[src/rtl/dense_feeder_if.sv]
// dense_feeder_if: pixel-in / row-out signal bundle for dense_feeder.
//   valid_i, sof_i, data_i : one pixel of D channels from the conv stage
//   data_o, valid_o        : packed row word and its one-cycle valid pulse
//   last_o                 : row is the last one of the frame
//   drop_o                 : a partial row/frame was discarded by sof_i
// Modports:
//   master : pixel source / row consumer side (drives the *_i signals)
//   slave  : dense_feeder side (drives the *_o signals)
interface dense_feeder_if #(
  parameter int DATA_WIDTH = 8,
  parameter int W          = 3,
  parameter int D          = 12
);
  logic                         valid_i;
  logic                         sof_i;
  logic [DATA_WIDTH*D-1:0]      data_i;
  logic [DATA_WIDTH*W*D-1:0]    data_o;
  logic                         valid_o;
  logic                         last_o;
  logic                         drop_o;

  modport master (
    output valid_i, sof_i, data_i,
    input  data_o, valid_o, last_o, drop_o
  );

  modport slave (
    input  valid_i, sof_i, data_i,
    output data_o, valid_o, last_o, drop_o
  );
endinterface

[src/rtl/dense_feeder.sv]
// dense_feeder: packs W pixels (D channels of DATA_WIDTH bits each) into one
// row word for the first dense layer and flags the last row of each H-row
// frame.
// Ports:
//   clk  - clock
//   rstn - asynchronous active-low reset
//   bus  - dense_feeder_if.slave (valid_i, sof_i, data_i in;
//          data_o, valid_o, last_o, drop_o out)
// Optional build macro:
//   DENSE_FEED_RELU_EN - when defined, negative channel values are replaced
//                        by 0 before staging (no latency change).
module dense_feeder #(
  parameter int DATA_WIDTH = 8,
  parameter int H          = 3,
  parameter int W          = 3,
  parameter int D          = 12
) (
  input  logic          clk,
  input  logic          rstn,
  dense_feeder_if.slave bus
);

  localparam int PIX_W = DATA_WIDTH * D;
  localparam int ROW_W = PIX_W * W;
  localparam int CW    = (W > 1) ? $clog2(W) : 1;
  localparam int RW    = (H > 1) ? $clog2(H) : 1;
  localparam logic [CW-1:0] COL_LAST = CW'(W - 1);
  localparam logic [RW-1:0] ROW_LAST = RW'(H - 1);

  logic [PIX_W-1:0]          pix_in;
  logic [W-1:0][PIX_W-1:0]   stage;
  logic [CW-1:0]             col_cnt;
  logic [CW-1:0]             col_eff;
  logic [RW-1:0]             row_cnt;
  logic [RW-1:0]             row_eff;
  logic                      row_done;
  logic                      stale;
  logic [ROW_W-1:0]          row_word;

  logic [ROW_W-1:0]          data_q;
  logic                      valid_q;
  logic                      last_q;
  logic                      drop_q;

`ifdef DENSE_FEED_RELU_EN
  always_comb begin
    pix_in = bus.data_i;
    for (int c = 0; c < D; c++) begin
      if (bus.data_i[c*DATA_WIDTH + DATA_WIDTH - 1])
        pix_in[c*DATA_WIDTH +: DATA_WIDTH] = '0;
    end
  end
`else
  always_comb begin
    pix_in = bus.data_i;
  end
`endif

  // A start-of-frame beat behaves as if the counters were already at 0,0,
  // so it lands in slot 0 of row 0 regardless of what was pending.
  always_comb begin
    col_eff  = bus.sof_i ? '0 : col_cnt;
    row_eff  = bus.sof_i ? '0 : row_cnt;
    row_done = bus.valid_i && (col_eff == COL_LAST);
    stale    = bus.valid_i && bus.sof_i && ((col_cnt != '0) || (row_cnt != '0));
  end

  // Completed word: staged slots plus the current beat in its own slot.
  // After an sof, stale slots 1..W-2 are always overwritten before the
  // row can complete, so they never reach data_o.
  always_comb begin
    row_word = '0;
    for (int p = 0; p < W; p++) begin
      if (CW'(p) == col_eff)
        row_word[p*PIX_W +: PIX_W] = pix_in;
      else
        row_word[p*PIX_W +: PIX_W] = stage[p];
    end
  end

  always_ff @(posedge clk or negedge rstn) begin
    if (!rstn) begin
      stage   <= '0;
      col_cnt <= '0;
      row_cnt <= '0;
    end else if (bus.valid_i) begin
      if (row_done) begin
        col_cnt <= '0;
        row_cnt <= (row_eff == ROW_LAST) ? '0 : row_eff + RW'(1);
      end else begin
        stage[col_eff] <= pix_in;
        col_cnt        <= col_eff + CW'(1);
        row_cnt        <= row_eff;
      end
    end
  end

  always_ff @(posedge clk or negedge rstn) begin
    if (!rstn) begin
      data_q  <= '0;
      valid_q <= 1'b0;
      last_q  <= 1'b0;
      drop_q  <= 1'b0;
    end else begin
      valid_q <= row_done;
      last_q  <= row_done && (row_eff == ROW_LAST);
      drop_q  <= stale;
      if (row_done)
        data_q <= row_word;
    end
  end

  assign bus.data_o  = data_q;
  assign bus.valid_o = valid_q;
  assign bus.last_o  = last_q;
  assign bus.drop_o  = drop_q;

endmodule

[src/flat_wrapper.sv]
// flat-port wrapper written by rule: the top's interface ports become plain ports
module dense_feeder_flat 
#(
  parameter int DATA_WIDTH = 8,
  parameter int H          = 3,
  parameter int W          = 3,
  parameter int D          = 12
)
  (clk, rstn, bus_valid_i, bus_sof_i, bus_data_i, bus_data_o, bus_valid_o, bus_last_o, bus_drop_o);
  dense_feeder_if #(.DATA_WIDTH(DATA_WIDTH), .W(W), .D(D)) bus_i ();
  input  logic clk;
  input  logic rstn;
  input wire logic [$bits(bus_i.valid_i)-1:0] bus_valid_i;
  input wire logic [$bits(bus_i.sof_i)-1:0] bus_sof_i;
  input wire logic [$bits(bus_i.data_i)-1:0] bus_data_i;
  output wire logic [$bits(bus_i.data_o)-1:0] bus_data_o;
  output wire logic [$bits(bus_i.valid_o)-1:0] bus_valid_o;
  output wire logic [$bits(bus_i.last_o)-1:0] bus_last_o;
  output wire logic [$bits(bus_i.drop_o)-1:0] bus_drop_o;
  assign bus_i.valid_i = bus_valid_i;
  assign bus_i.sof_i = bus_sof_i;
  assign bus_i.data_i = bus_data_i;
  assign bus_data_o = bus_i.data_o;
  assign bus_valid_o = bus_i.valid_o;
  assign bus_last_o = bus_i.last_o;
  assign bus_drop_o = bus_i.drop_o;
  dense_feeder #(.DATA_WIDTH(DATA_WIDTH), .H(H), .W(W), .D(D)) u_core (.clk(clk), .rstn(rstn), .bus(bus_i));
endmodule
[config.mk]
export PLATFORM = sky130hd
export DESIGN_NAME = dense_feeder_flat
export DESIGN_NICKNAME = d
export VERILOG_FILES = /design/src/rtl/dense_feeder_if.sv /design/src/rtl/dense_feeder.sv /design/src/flat_wrapper.sv
export SDC_FILE = /design/constraint.sdc
export NUM_CORES = 1
export LEC_CHECK = 0
export ABC_AREA = 1
export BUFFER_PORTS_ARGS = -buffer_cell sky130_fd_sc_hd__buf_2
export CORE_ASPECT_RATIO = 1.1
export CORE_UTILIZATION = 40
export CTS_CLUSTER_DIAMETER = 60
export CTS_CLUSTER_SIZE = 28
export DETAILED_ROUTE_END_ITERATION = 10
export GPL_TIMING_DRIVEN = 0
export SLEW_MARGIN = 20
export SYNTH_ARGS = -nofsm -noshare
export SYNTH_HDL_FRONTEND = slang
export SYNTH_SLANG_ARGS = --single-unit
export TNS_END_PERCENT = 5
[constraint.sdc]
create_clock -name clk -period 1.2 [get_ports clk]
set_input_delay 0.12 -clock clk [delete_from_list [all_inputs] [get_ports clk]]
set_output_delay 0.12 -clock clk [all_outputs]
set_load 0.02 [all_outputs]
==> impl.org <==
** CTS
- The H-tree was split into 2 levels.
- Buffer levels on the longest clock path :: 3
- CTS Hold Buffers Added :: 99
- Source-to-sink clock delay at the later pin of the worst-skew pair :: 0.57 ns
- Clock root cell :: clkbuf_16
- Number of buffers added by the clock tree synthesis step :: 36
- After clock tree synthesis, the clock-pin slew on the worst setup and hold paths is 0.08 ns.
- The clock drives 487 sinks.
- CTS tree :: yes

** Global routing
- Met3 routing resource usage after global routing :: 6.22%
- Pin count of the biggest net entering global routing :: 95
- The initial antenna violation count came to 1.
- Sum of overflow across all layers after global routing :: 0
- Number of global-route vias before repair :: 14,800
- Met1 GRT Util :: 32.3%
- First-pass GRT wire length :: 85.9 mm
- Global routing used 40.3% of the available met2 tracks.
- Most congested layer reported by global routing :: met2
- Across every metal layer, demand over resource in global routing totals 24.5%.

** Placed design
- Counting tap cells, the placed design contains a total of 2,861 instances.
- Detail Placement HPWL :: 39.2 mm
- The count of buffers added on input and output ports is 389.
- Timing analysis after detailed placement gives a worst setup slack of -0.768 ns.
- The congestion estimate from routability-driven global placement came to 0.849.

** Finish
- Layout area overhead :: 37.1%
- The post-route netlist has 27.9% of its cells at a drive strength greater than 1.
- Leaving out fill and tap cells, the most frequent cells in the layout are 493 x nand2_1, 486 x dfrtp_1, 378 x buf_2.
- The library cell used most frequently in the layout, excluding fill and tap cells, is nand2_1.
- Leaving out filler cells and counting taps, the final layout contains 3,041.
- At the end of the flow, the number of nets in the layout was 2,533.
- At the end of the flow the core is filled with cells to 55.6%.

** Synth
- Sequential elements use 67.5% of the synthesized area.
- Complex-gate fraction of the synthesized area :: 8.07%
- Of the post-synthesis cell area, the part taken by muxes is 0%.
- Net Count, Synth :: 1,986
- In the synthesized netlist, the number of instances is 1,886.
- Summing the areas of all and, or, nand and nor instances in the mapped netlist gives 19.3% of the synthesized area.
- Share of the synthesized netlist area taken by xor and xnor gates :: 0%
- Each instance of the synthesized netlist takes up on average 9.57 µm².
- After synthesis the netlist holds a flip-flop and latch count of 487.
- Summing the areas of all fa, ha and maj instances in the mapped netlist gives 0% of the synthesized area.
- Yosys printed 0 warnings.
- Summing every instance area after synthesis gives 18,100 µm².
- Count of different cell masters after synthesis :: 17
- Combinational family with the most area after synthesis :: simple AND/OR/NAND/NOR gates

** Pwr
- The completed layout was analyzed and its total power is 56.0 mW.
- Max IR drop VDD :: 1510 µV
- For this design the ratio of total power to cell area is 2260 nW/µm².
- The analysis attributes to cell leakage a power of 13.0 nW.

** STA
- FMAX :: 0.701 GHz
- Hold Vio Cnt, Final :: 82
- Measured against its own limit, the worst slew margin works out to 50.4%.
- Setup repair after global routing could not meet its margin everywhere.
- Slew at the pin closest to its max-slew limit :: 0.744 ns
- Tcrit/Tclk final :: 119%
- Across all setup checks in the final design, the least slack found is -0.227 ns.
- Between clock sinks in the finished design, the worst skew comes to 0.0370 ns.
- Shortest period the worst path allows :: 1.43 ns
- Number of failing setup endpoints in the final timing report :: 771
- Across all hold checks on the routed design, the worst slack comes to -0.440 ns.
- The final count of pins violating max slew came to 0.

** Worst setup path
- In this run the worst path has a maximum fanout of 10.
- The worst setup path is launched from a flip-flop.
- STA puts the critical path data required time at 1.64 ns.
- The critical path in this run is classified as flip-flop to flip-flop.
- The worst register-to-register path has a setup slack of -0.23 ns.
- The number of cells on the worst reg-to-reg path is 6.
- Worst-path cell with the longest stage delay :: dfrtp_2
- Traced cell by cell, the critical path runs through nor2_4 > nand2_8 > buf_12 > buf_12 > nor2_4 > nor2_2.
- STA puts the critical path data arrival time at 1.87 ns.
- The endpoint identified for the worst register-to-register timing path is u_core.bus.data_o[84].
- Crit Reg-Reg Startpoint :: u_core.col_cnt[0]
- CP max stage delay :: 0.45 ns
- Kind of capture point of the worst setup path :: flip-flop

** Status
- The run finished, with violations left.
- The checks that failed: hold timing, setup timing.

** Detailed routing
- Iter 0 DRT Violations :: 984
- The count of nets left with antenna violations once routing finished came out at 0.
- For this run, the detailed router's first-pass iteration total came to 5.
- Summed over all layers, the routed wires come to 56.2 mm.
- Post-detailed-route via-to-cell ratio :: 4.86
- Total vias in the final route :: 14,800
- After detailed routing, the average wire length per cell comes to 18.5 µm.
- DRC violation count after routing :: 0

** Floorplan
- Number of top-level design ports :: 391
- Height of the die :: 225 µm
- The initial utilization of the core area, before any placement, comes to 40.6%.
- Total die area :: 46,000 µm²
- The core region is 44,500 µm².
- The floorplan step set the die width to 205 µm.
- Num rows :: 81

** Flow run
- Number of max-cap violations :: 0

** Hold path
- The path class of the tightest hold or removal check is input port to async pin.
[where the power goes]
| part | switching, mW | internal [mW] | total [mW] |
|---|---|---|---|
| clock network | 6.45 | 6.64 | 13.1 |
| registers | 3.31 | 21.9 | 25.2 |
| logic | 11.5 | 6.22 | 17.8 |
| total | 21.3 | 34.7 | 56.0 |
[cells by family (layout without fill, tap and decap cells)]
logic type / Yosys count / count (layout)
AOI/OAI and AO/OA: 291 / 291
buffers and inverters: 217 / 789
DFF: 487 / 487
other: 0 / 1
and+or+nand+nor: 891 / 892
[routing by layer]
layer | share of wire (%) | wire (µm)
met3 | 6.5 | 3670
met2 | 49 | 27400
met1 | 43 | 24100
met5 | 0 | 0
met4 | 1.9 | 1050
[synthesized netlist by cell type]
library cell	instances	area [µm²]
nor3_2	1	10.0
o21ai_1	100	500
inv_2	2	7.51
nor2_1	290	1090
nand2_1	496	1860
buf_2	75	375
nor2_4	1	11.3
buf_4	3	22.5
nand3_1	100	500
inv_1	100	375
a31oi_1	1	6.26
nor2_2	2	12.5
dfrtp_1	487	12200
o21ai_0	190	951
nand2_2	1	6.26
clkbuf_1	36	135
clkbuf_2	1	5.00
[timing repair]
action,CTS,global route
cloned,2,2
hold endpoints to repair,376,82
resized for setup,324,197
pin swaps,5,9
endpoints found under the setup margin,777,783
buffers inserted,10,2
[critical path, delay by kind of cell, from the launching register on]
kind | cells | cell delay [ns]
and+or+nand+nor | 4 | 0.50
DFF | 1 | 0.45
buffers and inverters | 2 | 0.35
[registers in the layout, summed over array words and instances, names as in the netlist]
signal	flops
u_core.bus.last_o	1
u_core.col_cnt	2
u_core.row_cnt	2
u_core.bus.data_o	288
u_core.bus.valid_o	1
u_core.bus.drop_o	1
u_core.stage	192
[per-stage QoR]
stage / TNS, ns / instance area [µm²]
global placement: -5017.41 / 20800
finish: -86.19 / 24800
CTS: -102.29 / 24200
detailed placement: -323.16 / 20900
global route: -119.79 / 24800
floorplan: -5.03 / 18100
[worst max-delay path by stage]
stage                 startpoint                     end  slack [ns]  cells past startpoint
5_1_grt        u_core.col_cnt[1]   u_core.bus.data_o[84]       -0.26                      7
3_5_place_dp   u_core.col_cnt[0]   u_core.bus.data_o[67]       -0.77                      6
6_report       u_core.col_cnt[0]   u_core.bus.data_o[84]       -0.23                      6
2_1_floorplan  u_core.col_cnt[0]       u_core.stage[112]       -0.04                      6
4_1_cts        u_core.col_cnt[0]       u_core.stage[161]       -0.25                      6
3_3_place_gp                rstn  u_core.bus.data_o[270]       -9.77                      1
[final cells by class]
type,instances,area [µm²]
fill,4009,19700
inverter,102,383
clock inverter,22,284
tap,581,727
sequential,487,12200
buffer,115,1470
multi-input combinational,1183,5340
clock buffer,42,985
timing repair buffer,508,3380
antenna,1,2.50
Power figures use the tool's default switching activity.
